===== src/rtl/clkdiv_pkg.sv =====
// Shared types and constants for the multi-channel clock divider.
package clkdiv_pkg;

  typedef enum logic {
    MODE_TOGGLE = 1'b0,
    MODE_PULSE  = 1'b1
  } mode_e;

  localparam int unsigned CNT_W_DEF = 24;

endpackage


===== src/rtl/module_clkdiv_multi_ch.sv =====
// One divider channel: counter, divisor, mode and terminal-edge application
// of a pending configuration.
module module_clkdiv_ch
  import clkdiv_pkg::*;
#(
  parameter int unsigned CNT_W   = CNT_W_DEF,
  parameter int unsigned DEF_DIV = 13500
) (
  input  logic             clk_i,
  input  logic             rst_ni,
  input  logic             en_i,
  input  logic             sync_i,
  input  logic             pend_i,
  input  logic [CNT_W-1:0] pend_div_i,
  input  logic             pend_mode_i,
  output logic             apply_o,
  output logic             clk_div_o,
  output logic             tick_o
);

  logic [CNT_W-1:0] cnt_q, cnt_d;
  logic [CNT_W-1:0] div_q, div_d;
  logic [CNT_W-1:0] last_cnt;
  mode_e            mode_q, mode_d;
  logic             clk_q, clk_d;
  logic             tick_q, tick_d;
  logic             term;

  // Divisor 0 behaves as 1; >= keeps a held count above a smaller new divisor from running away.
  assign last_cnt = (div_q == '0) ? '0 : div_q - CNT_W'(1);
  assign term     = en_i && (cnt_q >= last_cnt);
  assign apply_o  = pend_i && (sync_i || !en_i || term);

  always_comb begin
    cnt_d  = cnt_q;
    div_d  = div_q;
    mode_d = mode_q;
    clk_d  = clk_q;
    tick_d = 1'b0;
    if (sync_i) begin
      cnt_d = '0;
      clk_d = 1'b0;
    end else if (term) begin
      cnt_d  = '0;
      tick_d = 1'b1;
      clk_d  = (mode_q == MODE_PULSE) ? 1'b1 : ~clk_q;
    end else if (en_i) begin
      cnt_d = cnt_q + CNT_W'(1);
      if (mode_q == MODE_PULSE) clk_d = 1'b0;
    end
    if (apply_o) begin
      div_d  = pend_div_i;
      mode_d = mode_e'(pend_mode_i);
      if (!sync_i && mode_q == MODE_TOGGLE && pend_mode_i) clk_d = 1'b0;
    end
  end

  always_ff @(posedge clk_i or negedge rst_ni) begin
    if (!rst_ni) begin
      cnt_q  <= '0;
      div_q  <= CNT_W'(DEF_DIV);
      mode_q <= MODE_TOGGLE;
      clk_q  <= 1'b0;
      tick_q <= 1'b0;
    end else begin
      cnt_q  <= cnt_d;
      div_q  <= div_d;
      mode_q <= mode_d;
      clk_q  <= clk_d;
      tick_q <= tick_d;
    end
  end

  assign clk_div_o = clk_q;
  assign tick_o    = tick_q;

endmodule


===== src/rtl/module_clkdiv_multi.sv =====
// Multi-channel clock divider: one shared pending-configuration slot fanned
// out to NUM_CH independent divider channels.
module module_clkdiv_multi
  import clkdiv_pkg::*;
#(
  parameter  int unsigned NUM_CH  = 4,
  parameter  int unsigned CNT_W   = CNT_W_DEF,
  parameter  int unsigned DEF_DIV = 13500,
  localparam int unsigned CH_W    = (NUM_CH > 1) ? $clog2(NUM_CH) : 1
) (
  input  logic              clk,
  input  logic              rst,
  input  logic              en,
  input  logic              sync,
  input  logic              cfg_valid,
  output logic              cfg_ready,
  input  logic [CH_W-1:0]   cfg_ch,
  input  logic [CNT_W-1:0]  cfg_div,
  input  logic              cfg_mode,
  output logic [NUM_CH-1:0] clk_div,
  output logic [NUM_CH-1:0] tick
);

  logic             pend_valid_q, pend_valid_d;
  logic [CH_W-1:0]  pend_ch_q, pend_ch_d;
  logic [CNT_W-1:0] pend_div_q, pend_div_d;
  logic             pend_mode_q, pend_mode_d;
  logic [NUM_CH-1:0] apply_w;
  logic             accept;
  logic             in_range;

  assign cfg_ready = ~pend_valid_q;
  assign accept    = cfg_valid && cfg_ready;
  assign in_range  = 32'(cfg_ch) < NUM_CH;

  // Out-of-range requests are accepted and dropped, so ready never falls for them.
  always_comb begin
    pend_valid_d = pend_valid_q;
    pend_ch_d    = pend_ch_q;
    pend_div_d   = pend_div_q;
    pend_mode_d  = pend_mode_q;
    if (|apply_w) pend_valid_d = 1'b0;
    if (accept && in_range) begin
      pend_valid_d = 1'b1;
      pend_ch_d    = cfg_ch;
      pend_div_d   = cfg_div;
      pend_mode_d  = cfg_mode;
    end
  end

  always_ff @(posedge clk or negedge rst) begin
    if (!rst) begin
      pend_valid_q <= 1'b0;
      pend_ch_q    <= '0;
      pend_div_q   <= '0;
      pend_mode_q  <= 1'b0;
    end else begin
      pend_valid_q <= pend_valid_d;
      pend_ch_q    <= pend_ch_d;
      pend_div_q   <= pend_div_d;
      pend_mode_q  <= pend_mode_d;
    end
  end

  for (genvar i = 0; i < NUM_CH; i++) begin : g_ch
    module_clkdiv_ch #(
      .CNT_W   (CNT_W),
      .DEF_DIV (DEF_DIV)
    ) u_ch (
      .clk_i       (clk),
      .rst_ni      (rst),
      .en_i        (en),
      .sync_i      (sync),
      .pend_i      (pend_valid_q && (32'(pend_ch_q) == i)),
      .pend_div_i  (pend_div_q),
      .pend_mode_i (pend_mode_q),
      .apply_o     (apply_w[i]),
      .clk_div_o   (clk_div[i]),
      .tick_o      (tick[i])
    );
  end

endmodule


===== config.mk =====
export PLATFORM = sky130hd
export DESIGN_NAME = module_clkdiv_multi
export DESIGN_NICKNAME = d
export VERILOG_FILES = /design/src/rtl/clkdiv_pkg.sv /design/src/rtl/module_clkdiv_multi_ch.sv /design/src/rtl/module_clkdiv_multi.sv
export SDC_FILE = /design/constraint.sdc
export NUM_CORES = 1
export LEC_CHECK = 0
export BUFFER_PORTS_ARGS = -buffer_cell sky130_fd_sc_hd__buf_2
export CAP_MARGIN = 20
export CORE_MARGIN = 1.5
export CORE_UTILIZATION = 40
export CTS_BUF_LIST = sky130_fd_sc_hd__clkbuf_16
export DETAILED_ROUTE_END_ITERATION = 8
export GPL_ROUTABILITY_DRIVEN = 0
export PLACE_DENSITY_LB_ADDON = 0.25
export SLEW_MARGIN = 20
export SYNTH_ARGS = -nofsm -noshare
export SYNTH_HDL_FRONTEND = slang
export SYNTH_HIERARCHICAL = 1
export SYNTH_SLANG_ARGS = --single-unit

===== constraint.sdc =====
create_clock -name clk -period 12.6 [get_ports clk]
set_input_delay 2.52 -clock clk [delete_from_list [all_inputs] [get_ports clk]]
set_output_delay 2.52 -clock clk [all_outputs]
set_load 0.005 [all_outputs]

==> results.md, run 1 <==
- Layout cell share with drive strength beyond 1: between 15 and 20%
- Outcome: completed
- Drt drc: 0
- Startpoint kind of the worst setup timing path: register
- Comb power frac: 33.0%
- CP endpoint kind: register
- Main flop type after synthesis: sky130_fd_sc_hd__dfrtp_1
- Cells resized by post-CTS repair: 0
- First-pass GRT wire length: between 60 and 70 mm
- Clock group share of total power: 25.3%
- Total setup violations reported at the end of the flow: 0
- Nets: between 1500 and 2000
- Overall die height: about 200 um
- Total congestion overflow: 0
- Number of sinks driven by the clock tree: 232
- Cell count of the worst reg-to-reg path: 16
- Buffer count from post-CTS setup fixing: 0
- N_diodes: 0
- Die width: 200 um
- CP Class: reg2reg
- Top cells by count, synth: sky130_fd_sc_hd__nand2_1 (233), sky130_fd_sc_hd__dfrtp_1 (200), sky130_fd_sc_hd__ha_1 (108)
- Peak clock frequency supported by timing: 180 MHz
- Synth Net Count: 1780
- Cell with the biggest individual delay on the critical path: sky130_fd_sc_hd__or4_1
- Worst-skew pair later-pin latency: about 0.57 ns
- Core area: 0.0386 mm2
- Slew Viols, Final: 0
- Data required time of the worst path: 13.11 ns
- Routed length per placed instance: 18.4 um
- Effective utilization at floorplan: 40.4%
- Most common cell in the netlist: sky130_fd_sc_hd__nand2_1
- Number of antenna violations at the first check in global routing: 0
- Pin count of the biggest net entering global routing: between 100 and 150
- Critical Path Sink: pend_valid_q
- Post-Layout Inst Area: 0.0171 mm2
- Leakage Power: 7.50 nW
- Largest area contributor in the netlist: sky130_fd_sc_hd__dfrtp_1
- Number of CTS-inserted buffers: 28
- Setup total negative slack: 0 ns
- Critical path arrival: ~6.1 ns
- Ys Warns: 6
- Path type of the worst min-delay path: reg2reg
- Gate Count Post-Synth: roughly 1600
- Iteration-0 DRC count of the detailed router: ~800
- Longest Clk Path Bufs: 3
- Area growth from synthesis to layout: 9.98%
- RSZ-0062 raised after global routing: no
- Placed wire-length estimate: 28.6 mm
- Number of stages on the worst setup path: 16
- Crit path max fanout: 21
- Share of async-settable or async-resettable flops after synthesis: between 90% and 100%
- Sequential fraction of the synthesis area: 37.6%
- Clock root buffer: sky130_fd_sc_hd__clkbuf_16
- Netlist Area Pre-Place: 0.0156 mm2
- Cell family with most CP delay: simple AND/OR/NAND/NOR gates
- Peak supply drop: 0.102 mV
- Clock tree from TritonCTS: done
- Total routed wirelength: 40.4 mm
- Total global routing track utilization: 20.1%
- Via density: 5.73
- Antenna violation net count after detailed routing: 0
- Number of port buffers: 40
- Worst clock skew on the final layout: 0.0237 ns
- Number of enable flip-flop cells after synthesis: 0
- Flop and latch count out of synthesis: around 230
- Switching power: 1.20 mW
- Hold_buf cts: 0
- Final hold violations: 0
- Largest stage delay on the critical path: 0.58 ns
- Number of max-capacitance violations reported: 0
- Slew at the pin closest to its max-slew limit: between 0.8 and 0.9 ns
- Via count of the first global-routing pass: 12300
- Number of vias in the routed layout: 12600
- Final worst path period need: 5.56 ns
- Reg-to-reg critical path startpoint: g_ch[0].u_ch/div_q[17]
- CTS H-tree depth: 1
- Placed Area: between 0.015 and 0.02 mm2
- Critical Path Source: g_ch[0].u_ch/div_q[17]
- Die area: 0.0401 mm2
- Pwr Total: 3.28 mW
- Main area contributors after synthesis: sky130_fd_sc_hd__dfrtp_1 (32%), sky130_fd_sc_hd__ha_1 (8.7%), sky130_fd_sc_hd__nand2_1 (5.6%)
- Power Dens Cells: 191 mW/mm2
- Top cell type's share of synthesized area: approximately a third
- Row cnt: 72
- Count of cell types in the netlist: between 70 and 80
- Top-level port count: 41
- DRT Pass-1 Iters: 5
- Worst slew margin: 41.2%
- Worst reg2reg setup slack: just over 7 ns
- Reg power frac: 41.7%
- CP Buf/Inv Count: 2
- Avg Synthesized Cell Area: 9.49 um2
- Cell-internal power: 2.07 mW
- Clock slew at reported path FFs: roughly 0.060 ns
- CP Cell Sequence: or4_1 -> or3_1 -> nor4_1 -> nand2_1 -> o21ai_0 -> ha_1 -> a21o_1 -> nand3_1 -> a2111oi_1 -> a211o_1 -> or3_4 -> o21ai_2 -> buf_4 -> inv_1 -> nor4_1 -> a21o_1
- Share of the cycle needed by the critical path after routing: 44.1%
- Total of fill cells in the finished design: roughly 3800
- Endpoint of the worst-slack reg-to-reg timing path: pend_valid_q
- Switching power as a share of total power: 36.7%
==> registers in the layout, summed over array words and instances (netlist names) <==
name                 cells
g_ch.u_ch/div_q         96
pend_mode_q              1
g_ch.u_ch/mode_q         4
g_ch.u_ch/tick_o         4
pend_ch_q                2
pend_div_q              24
g_ch.u_ch/clk_div_o      4
pend_valid_q             1
g_ch.u_ch/cnt_q         96
==> power groups by stage <==
| stage | clock [mW] | sequential, mW | combinational (mW) |
|---|---|---|---|
| after global placement | 0 | 1.37 | 1.04 |
| after floorplan | 0 | 1.20 | 0.898 |
| final | 0.830 | 1.37 | 1.08 |
| after detailed placement | 0 | 1.37 | 1.07 |
| after global routing | 0.882 | 1.40 | 1.21 |
| after CTS | 0.854 | 1.36 | 1.08 |
==> cells in the final DEF, fill, tap and decap left out, drive strengths merged, types with 34 or more instances in the layout <==
| cell type | instances |
|---|---|
| nor2 | 84 |
| nand2 | 233 |
| dfrtp | 200 |
| nor4 | 34 |
| o21ai | 48 |
| nand4 | 48 |
| buf | 56 |
| nor3 | 60 |
| nand3 | 79 |
| ha | 108 |
| mux2 | 126 |
| xor2 | 42 |
| inv | 40 |
| a21oi | 85 |
==> final cells by class <==
class / count / area, um2 / share of cell area, %
clock inverters: 24 / 244 / 1.43
multi-input cells: 1300 / 9180 / 53.6
repair buffers: 56 / 350 / 2.05
inverters: 40 / 150 / 0.877
flip-flops and latches: 232 / 5850 / 34.1
clock buffers: 28 / 701 / 4.09
well taps: 518 / 648 / 3.79
==> worst reg2reg max path: stages, from the launching register on <==
cell	delay, ns
sky130_fd_sc_hd__dfrtp_1	0.40
sky130_fd_sc_hd__or4_1	0.58
sky130_fd_sc_hd__or3_1	0.39
sky130_fd_sc_hd__nor4_1	0.49
sky130_fd_sc_hd__nand2_1	0.54
sky130_fd_sc_hd__o21ai_0	0.27
sky130_fd_sc_hd__ha_1	0.29
sky130_fd_sc_hd__a21o_1	0.18
sky130_fd_sc_hd__nand3_1	0.07
sky130_fd_sc_hd__a2111oi_1	0.07
sky130_fd_sc_hd__a211o_1	0.34
sky130_fd_sc_hd__or3_4	0.52
sky130_fd_sc_hd__o21ai_2	0.55
sky130_fd_sc_hd__buf_4	0.34
sky130_fd_sc_hd__inv_1	0.07
sky130_fd_sc_hd__nor4_1	0.25
sky130_fd_sc_hd__a21o_1	0.15
==> stage by stage <==
step / cells / util (%) / hold WS, ns / setup slack [ns]
global placement: 2145 / 41.9 / 0.523 / 6.87
floorplan: 1640 / - / 0.471 / 8.27
finish: 2198 / 44.4 / 0.547 / 7.04
global route: 2198 / 44.4 / 0.575 / 6.49
detailed placement: 2145 / 41.9 / 0.537 / 6.88
CTS: 2197 / 44.3 / 0.546 / 7.04
==> per-layer routing <==
metal	part of all wire (%)	GRT usage, %
met1	46	27.6
met2	47	33.2
met3	3.5	2.25
met4	2.9	6.34
met5	0	0
==> worst min-delay path by stage <==
| stage | startpoint | end | slack [ns] | depth (start not counted) |
|---|---|---|---|---|
| after global routing | g_ch[1].u_ch/div_q[18] | g_ch[1].u_ch/div_q[18] | 0.58 | 1 |
| after global placement | g_ch[0].u_ch/div_q[17] | g_ch[0].u_ch/div_q[17] | 0.52 | 1 |
| after detailed placement | g_ch[2].u_ch/div_q[17] | g_ch[2].u_ch/div_q[17] | 0.54 | 1 |
| after floorplan | g_ch[3].u_ch/cnt_q[17] | g_ch[3].u_ch/cnt_q[17] | 0.47 | 1 |
| final | g_ch[3].u_ch/cnt_q[23] | g_ch[3].u_ch/cnt_q[23] | 0.55 | 1 |
| after CTS | g_ch[3].u_ch/cnt_q[17] | g_ch[3].u_ch/cnt_q[17] | 0.55 | 1 |
==> cells by family (layout without fill, tap and decap cells) <==
logic type               after synthesis  count (layout)  share of synthesized area [%]
flip-flops                           232             232                           37.6
AND/OR/NAND/NOR                      707             707                           23.5
multiplexers                         129             129                           10.7
adder cells (fa/ha/maj)              108             108                           8.68
XOR/XNOR                              70              70                           3.94
buffers and inverters                108             148                           3.62
AO/OA/AOI/OAI                        286             286                           12.1
(Power assumes the default switching activity.)
==> run 2, diff against run 1 <==
clock period = 5.7 ns   (was 12.6 ns; I/O delays follow)
==> run 2 against run 1 <==
  * Clock skew is 0.013 ns lower
  * Power is 120% higher
  * Worst hold slack worse by 0.0061 ns
  * Utilization rose by 0.14 points
  * Flip-flop and latch count did not move
  * Sequential share of layout area down 0.10 points
  * Combinational power up 120%
  * Non-clock buffer count is 1 higher
  * Count of clock-buffer cells in the layout shrank 1
  * Largest cell class unchanged
==> results.md, run 2 (synthesis results as in run 1) <==
- Outcome: completed
- Layout cell share with drive strength beyond 1: 16.3% (-0.28 points)
- DRT Pass-1 Iters: 5 (unchanged)
- Worst slew margin: 26.8% (-14 points)
- Total congestion overflow: 0 (unchanged)
- Number of port buffers: 40 (unchanged)
- Number of CTS-inserted buffers: 27 (-3.6%)
- Area growth from synthesis to layout: 10.3%
- Total routed wirelength: 39.5 mm (-2.4%)
- Nets: 1798 (unchanged)
- Crit path max fanout: 26 (+24%)
- Longest Clk Path Bufs: 3 (unchanged)
- Routed length per placed instance: 18.0 um (-2.3%)
- Number of sinks driven by the clock tree: 232 (unchanged)
- Peak supply drop: 0.265 mV (+160%)
- Number of antenna violations at the first check in global routing: 0 (unchanged)
- Number of vias in the routed layout: 12400 (-1.3%)
- Area used by multi-input combinational logic: 0.00918 mm2 (about the same)
- CP endpoint kind: register
- Overall die height: 200 um (unchanged)
- Worst-skew pair later-pin latency: 0.55 ns (-0.02 ns)
- Top-level port count: 41 (unchanged)
- Row cnt: 72 (unchanged)
- Via density: 5.66 (-1.2%)
- Antenna violation net count after detailed routing: 0 (unchanged)
- Final worst path period need: 5.01 ns (-0.553 ns)
- CP Buf/Inv Count: 2 (unchanged)
- First-pass GRT wire length: 64.1 mm (-2.9%)
- Slew Viols, Final: 0 (unchanged)
- CP Class: reg2reg
- Number of max-capacitance violations reported: 0 (unchanged)
- Setup total negative slack: 0 ns (unchanged)
- Drt drc: 0 (unchanged)
- CP Cell Sequence: or4_1 -> or3_1 -> nor4_1 -> nand2_1 -> o21ai_0 -> ha_1 -> a21o_1 -> nand3_1 -> a2111oi_1 -> a211o_1 -> or3_4 -> o21ai_2 -> buf_4 -> inv_1 -> nor4_1 -> a21o_1
- Largest registers ranked by flip-flop count: g_ch.u_ch/cnt_q x96, g_ch.u_ch/div_q x96, pend_div_q x24
- Clock root buffer: sky130_fd_sc_hd__clkbuf_16
- Total setup violations reported at the end of the flow: 0 (unchanged)
- Slew at the pin closest to its max-slew limit: 1.10 ns (+0.215 ns)
- Via count of the first global-routing pass: 11800 (-3.7%)
- FF+latch area: 0.00585 mm2 (unchanged)
- Pre-CTS setup slack: 0.699 ns (-6.18 ns)
- Peak clock frequency supported by timing: 200 MHz (+11%)
- Clock tree from TritonCTS: done
- Iteration-0 DRC count of the detailed router: 704 (-12%)
- Cell with the biggest individual delay on the critical path: sky130_fd_sc_hd__or4_1
- Total of fill cells in the finished design: 3734 (-2.0%)
- Placed wire-length estimate: 27.7 mm (-3.4%)
- Core area: 0.0386 mm2 (unchanged)
- Fin Hold WS: 0.541 ns (-0.00610 ns)
- Die area: 0.0401 mm2 (unchanged)
- Leakage Power: 7.56 nW (+0.69%)
- Die width: 200 um (unchanged)
- Largest stage delay on the critical path: 0.57 ns (about the same)
- Cells resized by post-CTS repair: 0 (unchanged)
- Hold_buf cts: 0 (unchanged)
- Share of the cycle needed by the critical path after routing: 87.9% (+44 points)
- Final hold violations: 0 (unchanged)
- N_diodes: 0 (unchanged)
- Clock slew at reported path FFs: 0.06 ns (about the same)
- Cell family with most CP delay: simple AND/OR/NAND/NOR gates
- Data required time of the worst path: 6.19 ns (-6.92 ns)
- Total global routing track utilization: 19.6% (-0.53 points)
- RSZ-0062 raised after global routing: no
- Worst clock skew on the final layout: 0.0105 ns (-0.0132 ns)
- Startpoint kind of the worst setup timing path: register
- Buffer count from post-CTS setup fixing: 0 (unchanged)
- Critical path arrival: 5.50 ns (-0.57 ns)
- Power Dens Cells: 425 mW/mm2 (+120%)
- Most frequent cells in the layout: sky130_fd_sc_hd__nand2_1 (233), sky130_fd_sc_hd__dfrtp_1 (200), sky130_fd_sc_hd__ha_1 (108), sky130_fd_sc_hd__a21oi_1 (85), sky130_fd_sc_hd__nor2_1 (84)
- CTS H-tree depth: 1 (unchanged)
- Pin count of the biggest net entering global routing: 127 (+18%)
- Most common cell after layout, fill and taps aside: sky130_fd_sc_hd__nand2_1
- Effective utilization at floorplan: 40.4% (unchanged)
- Worst-case setup margin in the final layout: 0.690 ns (-6.35 ns)
- Path type of the worst min-delay path: reg2reg
[run 2: cell count changes in the layout (fill, tap and decap cells not counted), sizes merged]
cell      previous run  this run
clkbuf              28        27
clkinv              12        13
clkinvlp             8         0
buf                 56        57
bufinv               4         9
[run 2: stage by stage]
step | instance area, um2 | util [%] | total power [mW] | std cells
floorplan | 15600 | - | 4.64 | 1640
global placement | 16200 | 41.9 | 5.26 | 2147
detailed placement | 16200 | 41.9 | 5.36 | 2147
CTS | 17200 | 44.5 | 7.37 | 2196
global route | 17200 | 44.5 | 7.78 | 2196
finish | 17200 | 44.5 | 7.31 | 2196
[run 2: final timing paths]
kind | from | end | slack, ns | cells after the start
setup / recovery | g_ch[0].u_ch/div_q[17] | pend_valid_q | 0.69 | 16
hold / removal | g_ch[3].u_ch/div_q[23] | g_ch[3].u_ch/div_q[23] | 0.54 | 1
setup reg to reg | g_ch[0].u_ch/div_q[17] | pend_valid_q | 0.69 | 16
hold reg to reg | g_ch[3].u_ch/div_q[23] | g_ch[3].u_ch/div_q[23] | 0.54 | 1
max in group asynchronous | rst | g_ch[2].u_ch/div_q[8] | 3.91 | 2
min in group asynchronous | rst | g_ch[1].u_ch/cnt_q[16] | 0.63 | 1
[run 2: per-layer routing]
layer | routed length [um] | part of all wire [%] | up-vias | GRT usage, %
met1 | 18800 | 48 | 6088 | 27.5
met5 | 0 | 0 | - | 0
met3 | 1410 | 3.6 | 41 | 2.36
li1 | - | - | 6113 | -
met2 | 18500 | 47 | 191 | 32.2
met4 | 786 | 2.0 | 0 | 4.27
[run 2: power breakdown]
group	switching (mW)	total (mW)	internal, mW
combinational	1.07	2.35	1.28
sequential	0.768	2.98	2.21
clock	0.713	1.98	1.26
[run 2: worst register-to-register path, delay by kind of cell (launching register included)]
family | cells | cell delay (ns)
simple gates | 7 | 2.75
flops | 1 | 0.40
buf+inv | 2 | 0.41
fa+ha+maj | 1 | 0.27
compound gates | 6 | 1.12
[run 2: cell type report]
| cell class | instances | share of cell area [%] |
|---|---|---|
| Clock buffer | 27 | 3.93 |
| Clock inverter | 22 | 1.91 |
| Inverter | 40 | 0.874 |
| Multi-Input combinational cell | 1300 | 53.4 |
| Sequential cell | 232 | 34.0 |
| Tap cell | 518 | 3.77 |
| Timing Repair Buffer | 57 | 2.04 |
